==> src/rtl/serial_add_pkg.sv <==
// Shared types and constants for the byte-serial wide adder sequencer.
package serial_add_pkg;

  localparam int BYTE_W = 8;

  typedef enum logic [1:0] {
    S_IDLE,
    S_ISSUE,
    S_DRAIN,
    S_DONE
  } sadd_state_t;

endpackage

==> src/rtl/serial_wide_add_ctrl.sv <==
// Byte-serial sequencer that drives an external registered 8-bit adder LSB first and gathers a W-bit sum.
// Optional signed-overflow output out_ovf is built when SERIAL_ADD_OVF_EN is defined.
module serial_wide_add_ctrl
  import serial_add_pkg::*;
#(
  parameter int NUM_BYTES = 4
) (
  input  logic                          clk,
  input  logic                          rst,
  input  logic                          in_valid,
  output logic                          in_ready,
  input  logic [BYTE_W*NUM_BYTES-1:0]   in_a,
  input  logic [BYTE_W*NUM_BYTES-1:0]   in_b,
  input  logic                          in_cin,
  output logic                          out_valid,
  input  logic                          out_ready,
  output logic [BYTE_W*NUM_BYTES-1:0]   out_sum,
  output logic                          out_cout,
`ifdef SERIAL_ADD_OVF_EN
  output logic                          out_ovf,
`endif
  output logic [BYTE_W-1:0]             add_a,
  output logic [BYTE_W-1:0]             add_b,
  output logic                          add_cin,
  input  logic [BYTE_W-1:0]             add_sum,
  input  logic                          add_cout
);

  localparam int W     = BYTE_W * NUM_BYTES;
  localparam int IDX_W = $clog2(NUM_BYTES);
  localparam logic [IDX_W-1:0] LAST_IDX = IDX_W'(NUM_BYTES - 1);

  sadd_state_t      state_q, state_d;
  logic [IDX_W-1:0] idx_q, idx_d;
  logic [W-1:0]     a_q, a_d, b_q, b_d, sum_q, sum_d;
  logic             cin_q, cin_d, cout_q, cout_d, valid_q, valid_d;
`ifdef SERIAL_ADD_OVF_EN
  logic             ovf_q, ovf_d;
`endif

  assign in_ready = (state_q == S_IDLE);

  // NOTE: every signal written here gets a default first, so no path leaves it unassigned (no latch).
  always_comb begin
    state_d = state_q;
    idx_d   = idx_q;
    a_d     = a_q;
    b_d     = b_q;
    cin_d   = cin_q;
    sum_d   = sum_q;
    cout_d  = cout_q;
    valid_d = valid_q;
`ifdef SERIAL_ADD_OVF_EN
    ovf_d   = ovf_q;
`endif
    add_a   = '0;
    add_b   = '0;
    add_cin = 1'b0;

    case (state_q)
      S_IDLE: begin
        if (in_valid && in_ready) begin
          a_d     = in_a;
          b_d     = in_b;
          cin_d   = in_cin;
          idx_d   = '0;
          state_d = S_ISSUE;
        end
      end
      S_ISSUE: begin
        add_a = a_q[BYTE_W*idx_q +: BYTE_W];
        add_b = b_q[BYTE_W*idx_q +: BYTE_W];
        // The adder's registered carry from the previous byte is already on add_cout this cycle.
        add_cin = (idx_q == '0) ? cin_q : add_cout;
        if (idx_q != '0) sum_d[BYTE_W*(idx_q - 1'b1) +: BYTE_W] = add_sum;
        if (idx_q == LAST_IDX) state_d = S_DRAIN;
        else                   idx_d   = idx_q + 1'b1;
      end
      S_DRAIN: begin
        sum_d[W-1 -: BYTE_W] = add_sum;
        cout_d  = add_cout;
`ifdef SERIAL_ADD_OVF_EN
        ovf_d   = (a_q[W-1] == b_q[W-1]) && (add_sum[BYTE_W-1] != a_q[W-1]);
`endif
        valid_d = 1'b1;
        state_d = S_DONE;
      end
      S_DONE: begin
        if (out_ready) begin
          valid_d = 1'b0;
          state_d = S_IDLE;
        end
      end
      default: state_d = S_IDLE;
    endcase
  end

  always_ff @(posedge clk or posedge rst) begin
    if (rst) begin
      state_q <= S_IDLE;
      idx_q   <= '0;
      a_q     <= '0;
      b_q     <= '0;
      cin_q   <= 1'b0;
      sum_q   <= '0;
      cout_q  <= 1'b0;
      valid_q <= 1'b0;
`ifdef SERIAL_ADD_OVF_EN
      ovf_q   <= 1'b0;
`endif
    end else begin
      state_q <= state_d;
      idx_q   <= idx_d;
      a_q     <= a_d;
      b_q     <= b_d;
      cin_q   <= cin_d;
      sum_q   <= sum_d;
      cout_q  <= cout_d;
      valid_q <= valid_d;
`ifdef SERIAL_ADD_OVF_EN
      ovf_q   <= ovf_d;
`endif
    end
  end

  assign out_valid = valid_q;
  assign out_sum   = sum_q;
  assign out_cout  = cout_q;
`ifdef SERIAL_ADD_OVF_EN
  assign out_ovf   = ovf_q;
`endif

endmodule

==> config.mk <==
export PLATFORM = sky130hd
export DESIGN_NAME = serial_wide_add_ctrl
export DESIGN_NICKNAME = d
export VERILOG_FILES = /design/src/rtl/serial_add_pkg.sv /design/src/rtl/serial_wide_add_ctrl.sv
export SDC_FILE = /design/constraint.sdc
export NUM_CORES = 1
export LEC_CHECK = 0
export ABC_CLOCK_PERIOD_IN_PS = 3500
export CORE_MARGIN = 3
export CORE_UTILIZATION = 35
export DETAILED_ROUTE_END_ITERATION = 10
export PLACE_DENSITY_LB_ADDON = 0.05
export REMOVE_ABC_BUFFERS = 1
export SETUP_SLACK_MARGIN = 0.5
export SYNTH_ARGS = -nofsm -noshare
export SYNTH_HDL_FRONTEND = slang
export SYNTH_SLANG_ARGS = --single-unit
==> constraint.sdc <==
create_clock -name clk -period 3.5 [get_ports clk]
set_input_delay 0.525 -clock clk [delete_from_list [all_inputs] [get_ports clk]]
set_output_delay 0.525 -clock clk [all_outputs]
set_load 0.005 [all_outputs]
# Word-level counts from Yosys, hierarchy flattened
# Index checks and enable logic that the tools add are counted.
# classes
add_sub_neg	3
n_mul	0
div	0
n_lt_le_gt_ge	0
n_eq_ne	9
shift	4
muxes	16
bitwise	0
n_reduce_logical	13
# op_table
operator	n
$shiftx A32 B6 Y8	2
$neg A32 Y34	1
$shift A8 B34 Y32 const A	1
$shiftx A8 B34 Y32	1
$bwmux W32	1
$mux W32	1
$mux W8	2
$pmux W8 S2	1
$mux W2	5
$ne A2 B2 Y1 const B	4
$pmux W2 S4	1
$reduce_and A2 Y1	4
$reduce_bool A2 Y1	4
$eq A2 B2 Y1 const B	3
$reduce_and A3 Y1	2
$logic_not A2 Y1	2
$pmux W2 S2	1
$mux W1	3
$sub A2 B1 Y3 const B	1
$add A2 B1 Y2 const B	1
$eq A2 B1 Y1 const B	1
$ne A2 B1 Y1 const B	1
$pmux W1 S2	1
$logic_and A1 B1 Y1	1
# totals
reg_bits	103
latch_bits	0
ramBits	0
mem_bits_ro	0
input_bits	78
out_inout_bits	52
elab_cells	54
memories	0

# Longest topological paths before layout
# Gate-level depths: netlist of run 1.
# logic_depth
depth_word	6
ltp_mapped	9
mapped_depth_nobuf	6

# Worst setup path after synthesis of run 1
# Ideal clock, no wire load.
# synth_path
path_type	register to register
from	register idx_q[1]
to	register sum_q[26] (netlist: out_sum[26])
setup_time_ps	77
arrival_time_ps	2040
required_ps	3423
setup_slack_ps	1382
stages_incl_launch_ff	10
path_buffers	3
period_less_slack_ps	2118
path_cell_list	dfrtp_1 -> buf_2 -> buf_2 -> inv_1 -> ha_1 -> nand2b_1 -> a41oi_4 -> buf_6 -> nand2_1 -> o21ai_1
# synth_between
elab_chain_cells	6
word_cells_on_any_way	10
cone_classes	add/sub: 2; eq/ne: 1; shift: 2; mux: 3; reduce/logical: 2
# synth_lines
item	line	rtl
start: declaration	serial_wide_add_ctrl.sv:34	logic [IDX_W-1:0] idx_q, idx_d;
start signal: assignment	serial_wide_add_ctrl.sv:113	idx_q <= idx_d;
$sub A2 B1 Y3	serial_wide_add_ctrl.sv:75	if (idx_q != '0) sum_d[BYTE_W*(idx_q - 1'b1) +: BYTE_W] = add_sum;
$neg A32 Y34	serial_wide_add_ctrl.sv:75	
$shiftx A8 B34 Y32 or $shift A8 B34 Y32 (tied branches)	serial_wide_add_ctrl.sv:75	
$bwmux W32	serial_wide_add_ctrl.sv:75	
$mux W32	serial_wide_add_ctrl.sv:75	
$pmux W8 S2	serial_wide_add_ctrl.sv:60	case (state_q)
end signal: assignment	serial_wide_add_ctrl.sv:117	sum_q <= sum_d;
end: declaration	serial_wide_add_ctrl.sv:35	logic [W-1:0] a_q, a_d, b_q, b_d, sum_q, sum_d;
# Parallel ways exist; a longest one is shown, timed or not. The select of a mux whose other input is x is not followed.
# A chain may end at the register's enable or synchronous reset.

# Worst setup path in the final report of run 1
# layout_path
from	register idx_q[0]
to	output port add_b[5]
# layout_between
elab_chain_cells	2
# layout_lines
item	line	rtl
$shiftx A32 B6 Y8	serial_wide_add_ctrl.sv:72	add_b = b_q[BYTE_W*idx_q +: BYTE_W];
$mux W8	serial_wide_add_ctrl.sv:60	
end: declaration	serial_wide_add_ctrl.sv:23	output logic [BYTE_W-1:0] add_b,
# No other way between the ends.

==> results of run 1 <==
==> through the flow <==
step	util [%]	worst slack (ns)	instance area (um^2)
floorplan	-	0.2712	4554
global placement	48.15	0.7777	6151
detailed placement	48.15	0.7494	6151
CTS	50.41	0.5927	6439
global route	50.44	0.5295	6442
finish	50.44	0.6833	6442
==> cell type report <==
cell class                      count  area share (%)
Clock buffer                       10           3.709
Clock inverter                      4          0.7380
Inverter                            7          0.4467
Multi-Input combinational cell    194           30.36
Sequential cell                   103           40.05
Tap cell                          172           3.340
Timing Repair Buffer              137           21.36
==> registers in the layout, summed over array words and instances (netlist names) <==
register / flops
a_q: 32
b_q: 32
cin_q: 1
idx_q: 2
out_cout: 1
out_sum: 32
out_valid: 1
state_q: 2
==> cells in the mapped netlist, drive strengths merged <==
library cell	n	area share [%]
ha	10	2.7
o2bb2ai	1	0.19
o21bai	1	0.16
nor2	5	0.73
nand2	26	2.5
o21ai	11	1.4
and2	16	2.2
a22o	25	4.7
nor2b	2	0.27
buf	12	1.5
nand2b	2	0.27
mux4	16	7.8
o31ai	2	0.32
xnor2	1	0.19
nand3	1	0.11
a41oi	1	0.59
and2b	1	0.22
a21boi	1	0.24
dfrtp	103	56
nor3b	1	0.27
inv	7	0.57
a21o	1	0.19
mux2	67	16
clkbuf	2	0.16
nor4	1	0.46
a221oi	1	0.19
mux2i	1	0.22
==> routing by layer <==
metal | routed length, um | share of wire (%) | vias up
met2 | 5037 | 48 | 79
met1 | 4682 | 44 | 1498
li1 | - | - | 1414
met3 | 754 | 7.1 | 9
met4 | 114 | 1.1 | 0
met5 | 0 | 0 | -
==> worst reg2reg max path, cell delays in order, from the launching register on <==
cell and delay, ns:
dfrtp_2 0.62, inv_1 0.15, ha_1 0.38, nand2b_1 0.27, a41oi_4 0.54, o21ai_1 0.14
==> worst paths after layout <==
path | startpoint | endpoint | slack (ns) | cells after the start
max | idx_q[0] | add_b[5] | 0.68 | 4
min | out_sum[24] | out_sum[24] | 0.49 | 2
max reg2reg | idx_q[0] | out_sum[29] | 1.27 | 5
min reg2reg | out_sum[24] | out_sum[24] | 0.49 | 2
max in group asynchronous | rst | out_sum[0] | 2.15 | 3
min in group asynchronous | rst | b_q[7] | 0.59 | 2
==> cells by family after synthesis <==
group / after synthesis / share of synthesized area, %
and+or+nand+nor: 55 / 6.967
DFF: 103 / 55.63
adders and majority gates: 10 / 2.701
muxes: 84 / 24.28
buffers and inverters: 21 / 2.268
AOI/OAI and AO/OA: 44 / 7.967
xor gates and xnor gates: 1 / 0.1891
==> placed cells by master, fill, tap and decap left out, drive strengths merged <==
master         instances
clkdlybuf4s50        129
dfrtp                103
mux2                  67
nand2                 26
a22o                  25
mux4                  16
and2                  16
o21ai                 11
ha                    10
clkbuf                10
buf                    8
inv                    7
nor2                   5
nor2b                  2
nand2b                 2
o31ai                  2
clkinv                 2
a221oi                 1
o21bai                 1
nor3b                  1
a21boi                 1
a41oi                  1
a21o                   1
and2b                  1
nand3                  1
xnor2                  1
nor4                   1
mux2i                  1
o2bb2ai                1
bufinv                 1
clkinvlp               1
==> power groups by stage <==
stage | logic [mW] | registers [mW] | clock network [mW]
2_1_floorplan | 1.33 | 1.99 | 0
3_3_place_gp | 2.12 | 2.05 | 0
3_5_place_dp | 2.15 | 2.06 | 0
4_1_cts | 2.16 | 2.04 | 1.03
5_1_grt | 2.32 | 2.11 | 1.08
6_report | 2.12 | 2.03 | 0.982
==> timing repair <==
action                     CTS  global route
gates resized for setup      1             2
setup endpoints to repair   12             2
pin swaps                    0             0
==> results.json, run 1 <==
{
  "status": "finished clean",
  "initial_core_util_pct": 36.27,
  "p_switching_mw": 1.510,
  "intPower_mw": 3.626,
  "seqCellArea_um2": 2580,
  "grt_pass1_vias": 3255,
  "area_delta_synth_final_pct": 39.05,
  "insertedDiodeCount": 0,
  "die_height_um": 121.1,
  "maxCapViolCount": 0,
  "antenna_found_initial": 0,
  "grtUsageMet3_pct": 6.061,
  "postSynthAreaPerCell_um2": 14.57,
  "tightest_slew_ns": 0.5834,
  "fin_crit_sh_pct": 80.48,
  "ctsHoldBuffers": 0,
  "crit_chain": "buf_4 > mux4_2 > and2_1 > clkdlybuf4s50_1",
  "peakVddDrop_mv": 0.3003,
  "multi_input_area_um2": 1956,
  "ioPinCount": 130,
  "setup_tns_ns": 0,
  "cts_buffers": 9,
  "drive_gt1_share_pct": 27.25,
  "path_delay_family": "buffers and inverters",
  "timing.fmax_mhz": 355.0,
  "p_comb_share_pct": 41.3,
  "crit_path_top_delay_cell": "dfrtp_2",
  "rsz0062_at_grt": "false",
  "swShare_pct": 29.40,
  "cp.arrival_ns": 2.29,
  "synth_area_um2": 4633,
  "nets": 540,
  "relSlewSlack_pct": 61.10,
  "dr.pass1.iters": 4,
  "cp.buffers_inverters": 2,
  "post-route-min-period_ns": 2.817,
  "setup_viol": 0,
  "dp_hpwl_um": 7742,
  "skew_ns": 0.006076,
  "post_cts_buffers": 0,
  "pwr-share-clk_pct": 19.1,
  "ys_ff_latch": 103,
  "clk_pin_slew_ns": 0.07,
  "grt_start_max_net_pins": 61,
  "cp_slowest_stage_delay_ns": 0.62,
  "die_area_um2": 14650,
  "grt.total_usage_pct": 15.46,
  "clock_sinks": 103,
  "hold_path_class": "flop to flop",
  "coreArea_um2": 12770,
  "dr.first_iter.drc_count": 176,
  "endpoint_kind": "output pin",
  "grt_overflow": 0,
  "power_leakage_nw": 2.671,
  "crit_path_max_fanout": 15,
  "slew_viol_final": 0,
  "crit_type": "flop to output pin",
  "p_per_area_nw_per_um2": 797.1,
  "fin_worst_hold_slack_ns": 0.4898,
  "final-hold-violation-count": 0,
  "routedWlPerCell_um": 16.89,
  "yosysSeqAreaShare_pct": 55.63,
  "grt_pass1_wl_um": 17390,
  "remaining_drc_errors": 0,
  "clk_path_buf_depth": 2,
  "start_kind": "flop",
  "clkLatencyLatePin_ns": 0.35,
  "final_cells": 627,
  "yosysWarningCount": 0,
  "placedCellCount": 613,
  "cp.required_ns": 2.97,
  "cts_max_level": 3,
  "placementRows": 41,
  "detail-route-antenna-nets": 0,
  "fillCellCount": 1127,
  "grt_most_used_layer": "met2",
  "postSynthCellCount": 318,
  "met2_usage_pct": 24.49,
  "routed_wirelength_um": 10590,
  "port_buffers": 129,
  "totalPowerFinal_mw": 5.135,
  "synthDistinctLibCells": 35,
  "place_congestion": 0.7260,
  "p_seq_share_pct": 39.6,
  "grt.met1_usage_pct": 19.78,
  "cts_tree": "built",
  "vias_per_cell": 4.785,
  "dr_total_vias": 3000,
  "cts_root_buffer": "clkbuf_16",
  "die_x_um": 121.1
}
Power figures use the tool's default switching activity.
==> run 2: changes to the inputs <==
--- a/config.mk
+++ b/config.mk
@@ -5,7 +5,7 @@
 export SDC_FILE = /design/constraint.sdc
 export NUM_CORES = 1
 export LEC_CHECK = 0
-export ABC_CLOCK_PERIOD_IN_PS = 3500
+export ABC_CLOCK_PERIOD_IN_PS = 2310
 export CORE_MARGIN = 3
 export CORE_UTILIZATION = 35
 export DETAILED_ROUTE_END_ITERATION = 10
==> constraint.sdc (replaced) <==
create_clock -name clk -period 2.31 [get_ports clk]
set_input_delay 0.3465 -clock clk [delete_from_list [all_inputs] [get_ports clk]]
set_output_delay 0.3465 -clock clk [all_outputs]
set_load 0.005 [all_outputs]
==> run 2 against run 1 <==
Effect of this change:
- final area is 9.4% higher
- die area stayed put
- critical path depth is 1 higher
- final cell count is 5.6% higher
- worst hold slack worse by 0.15 ns
- global-route usage is 0.51 points higher
- utilization is 4.7 points higher
- largest power group unchanged
==> results.json, run 2 (synthesis results as in run 1) <==
{
  "status": "finished clean",
  "port_buffers": 129,
  "cp.arrival_ns": 1.85,
  "die_x_um": 121.1,
  "peakVddDrop_mv": 0.4843,
  "tightest_slew_ns": 0.3794,
  "grt_start_max_net_pins": 45,
  "cts_tree": "built",
  "rsz0062_at_grt": "true",
  "endpoint_kind": "output pin",
  "clk_pin_slew_ns": 0.07,
  "cts_root_buffer": "clkbuf_16",
  "dr.pass1.iters": 4,
  "remaining_drc_errors": 0,
  "power_leakage_nw": 2.994,
  "cp.required_ns": 1.96,
  "r2r-end": "out_sum[27]",
  "worst_slack_ns": 0.1146,
  "p_comb_share_pct": 48.2,
  "skew_ns": 0.008715,
  "maxCapViolCount": 0,
  "placementRows": 41,
  "slew_viol_final": 0,
  "crit_path_max_fanout": 4,
  "setup_viol": 0,
  "place_area_um2": 6198,
  "crit_end": "add_a[6]",
  "clkLatencyLatePin_ns": 0.35,
  "post-route-min-period_ns": 2.195,
  "timing.fmax_mhz": 455.5,
  "pwr-share-clk_pct": 17.3,
  "die_height_um": 121.1,
  "die_area_um2": 14650,
  "coreArea_um2": 12770,
  "dp_hpwl_um": 7814,
  "r2r_cells": 10,
  "clk_path_buf_depth": 2,
  "place_worst_setup_slack_ns": 0.1964,
  "reg2reg_from": "idx_q[0]",
  "drive_gt1_share_pct": 41.63,
  "area_delta_synth_final_pct": 52.07,
  "intPower_mw": 6.161,
  "dr_total_vias": 3216,
  "routedWlPerCell_um": 17.17,
  "hold_path_class": "input pin to async pin",
  "p_seq_share_pct": 34.5,
  "place_congestion": 0.7726,
  "cp-startpoint": "idx_q[0]",
  "final_cell_mix": "111 x clkdlybuf4s50_1, 102 x dfrtp_1, 66 x mux2_2, 29 x buf_6, 25 x a22o_1",
  "finish.utilization_pct": 55.16,
  "design_area_um2": 7046,
  "initial_core_util_pct": 36.27,
  "nets": 573,
  "totalPowerFinal_mw": 8.793,
  "start_kind": "flop",
  "detail-route-antenna-nets": 0,
  "grt_pass1_vias": 3425,
  "fin_crit_sh_pct": 95.04,
  "layout_commonest_cell": "clkdlybuf4s50_1",
  "insertedDiodeCount": 0,
  "p_per_area_nw_per_um2": 1248,
  "clock_sinks": 103,
  "routed_wirelength_um": 11370,
  "vias_per_cell": 4.858,
  "dr.first_iter.drc_count": 102,
  "crit_type": "flop to output pin",
  "cts_buffers": 9,
  "cts_max_level": 3,
  "grt_pass1_wl_um": 18130,
  "antenna_found_initial": 0,
  "ioPinCount": 130,
  "reg2reg_slack_ns": 0.37,
  "grt_overflow": 0,
  "relSlewSlack_pct": 74.71,
  "p_switching_mw": 2.631,
  "final-hold-violation-count": 0,
  "swShare_pct": 29.93,
  "grt.total_usage_pct": 15.97
}
run 2: power by group through the flow:
| stage | Clock (mW) | Sequential (mW) | Combinational (mW) |
|---|---|---|---|
| after global routing | 1.64 | 3.14 | 4.60 |
| after CTS | 1.58 | 3.04 | 4.05 |
| after global placement | 0 | 3.04 | 3.31 |
| after detailed placement | 0 | 3.05 | 3.36 |
| after floorplan | 0 | 3.01 | 2.01 |
| final | 1.52 | 3.03 | 4.24 |
run 2: critical path, stage by stage (launching register included):
cell	delay, ns
dfrtp_2	0.47
buf_12	0.14
buf_12	0.11
mux4_2	0.49
and2_4	0.18
buf_6	0.11
run 2: worst min path at each step:
stage | start | end | depth (start not counted)
global route | rst | a_q[19] | 2
detailed placement | out_sum[23] | out_sum[23] | 2
CTS | rst | b_q[4] | 2
floorplan | out_sum[15] | out_sum[15] | 2
finish | rst | b_q[4] | 2
global placement | out_sum[26] | out_sum[26] | 2
run 2: timing repair:
action | in CTS | in global routing
gates resized for setup | 133 | 20
pin swaps | 30 | 17
hold buffers | 0 | 0
endpoints found under the setup margin | 50 | 52
cloned | 2 | 0
buffers inserted | 23 | 5
run 2: cell type report:
cell class | instances | area (um^2)
fill | 1074 | 5728
sequential | 103 | 2579
multi-input combinational | 195 | 2158
timing repair buffer | 169 | 1762
clock buffer | 11 | 242.7
tap | 172 | 215.2
clock inverter | 5 | 57.56
inverter | 7 | 31.28
run 2: metal layers:
metal	GRT usage, %	share of wire [%]
met1	20.69	43
met2	25.53	49
met3	5.408	6.7
met4	4.603	0.95
met5	0	0
run 2: through the flow:
stage | hold slack, ns | cells | setup TNS [ns]
3_5_place_dp | 0.4730 | 616 | 0
2_1_floorplan | 0.4726 | 304 | -99.95
5_1_grt | 0.3620 | 662 | 0
4_1_cts | 0.3346 | 657 | 0
3_3_place_gp | 0.4691 | 616 | 0
6_report | 0.3349 | 662 | 0
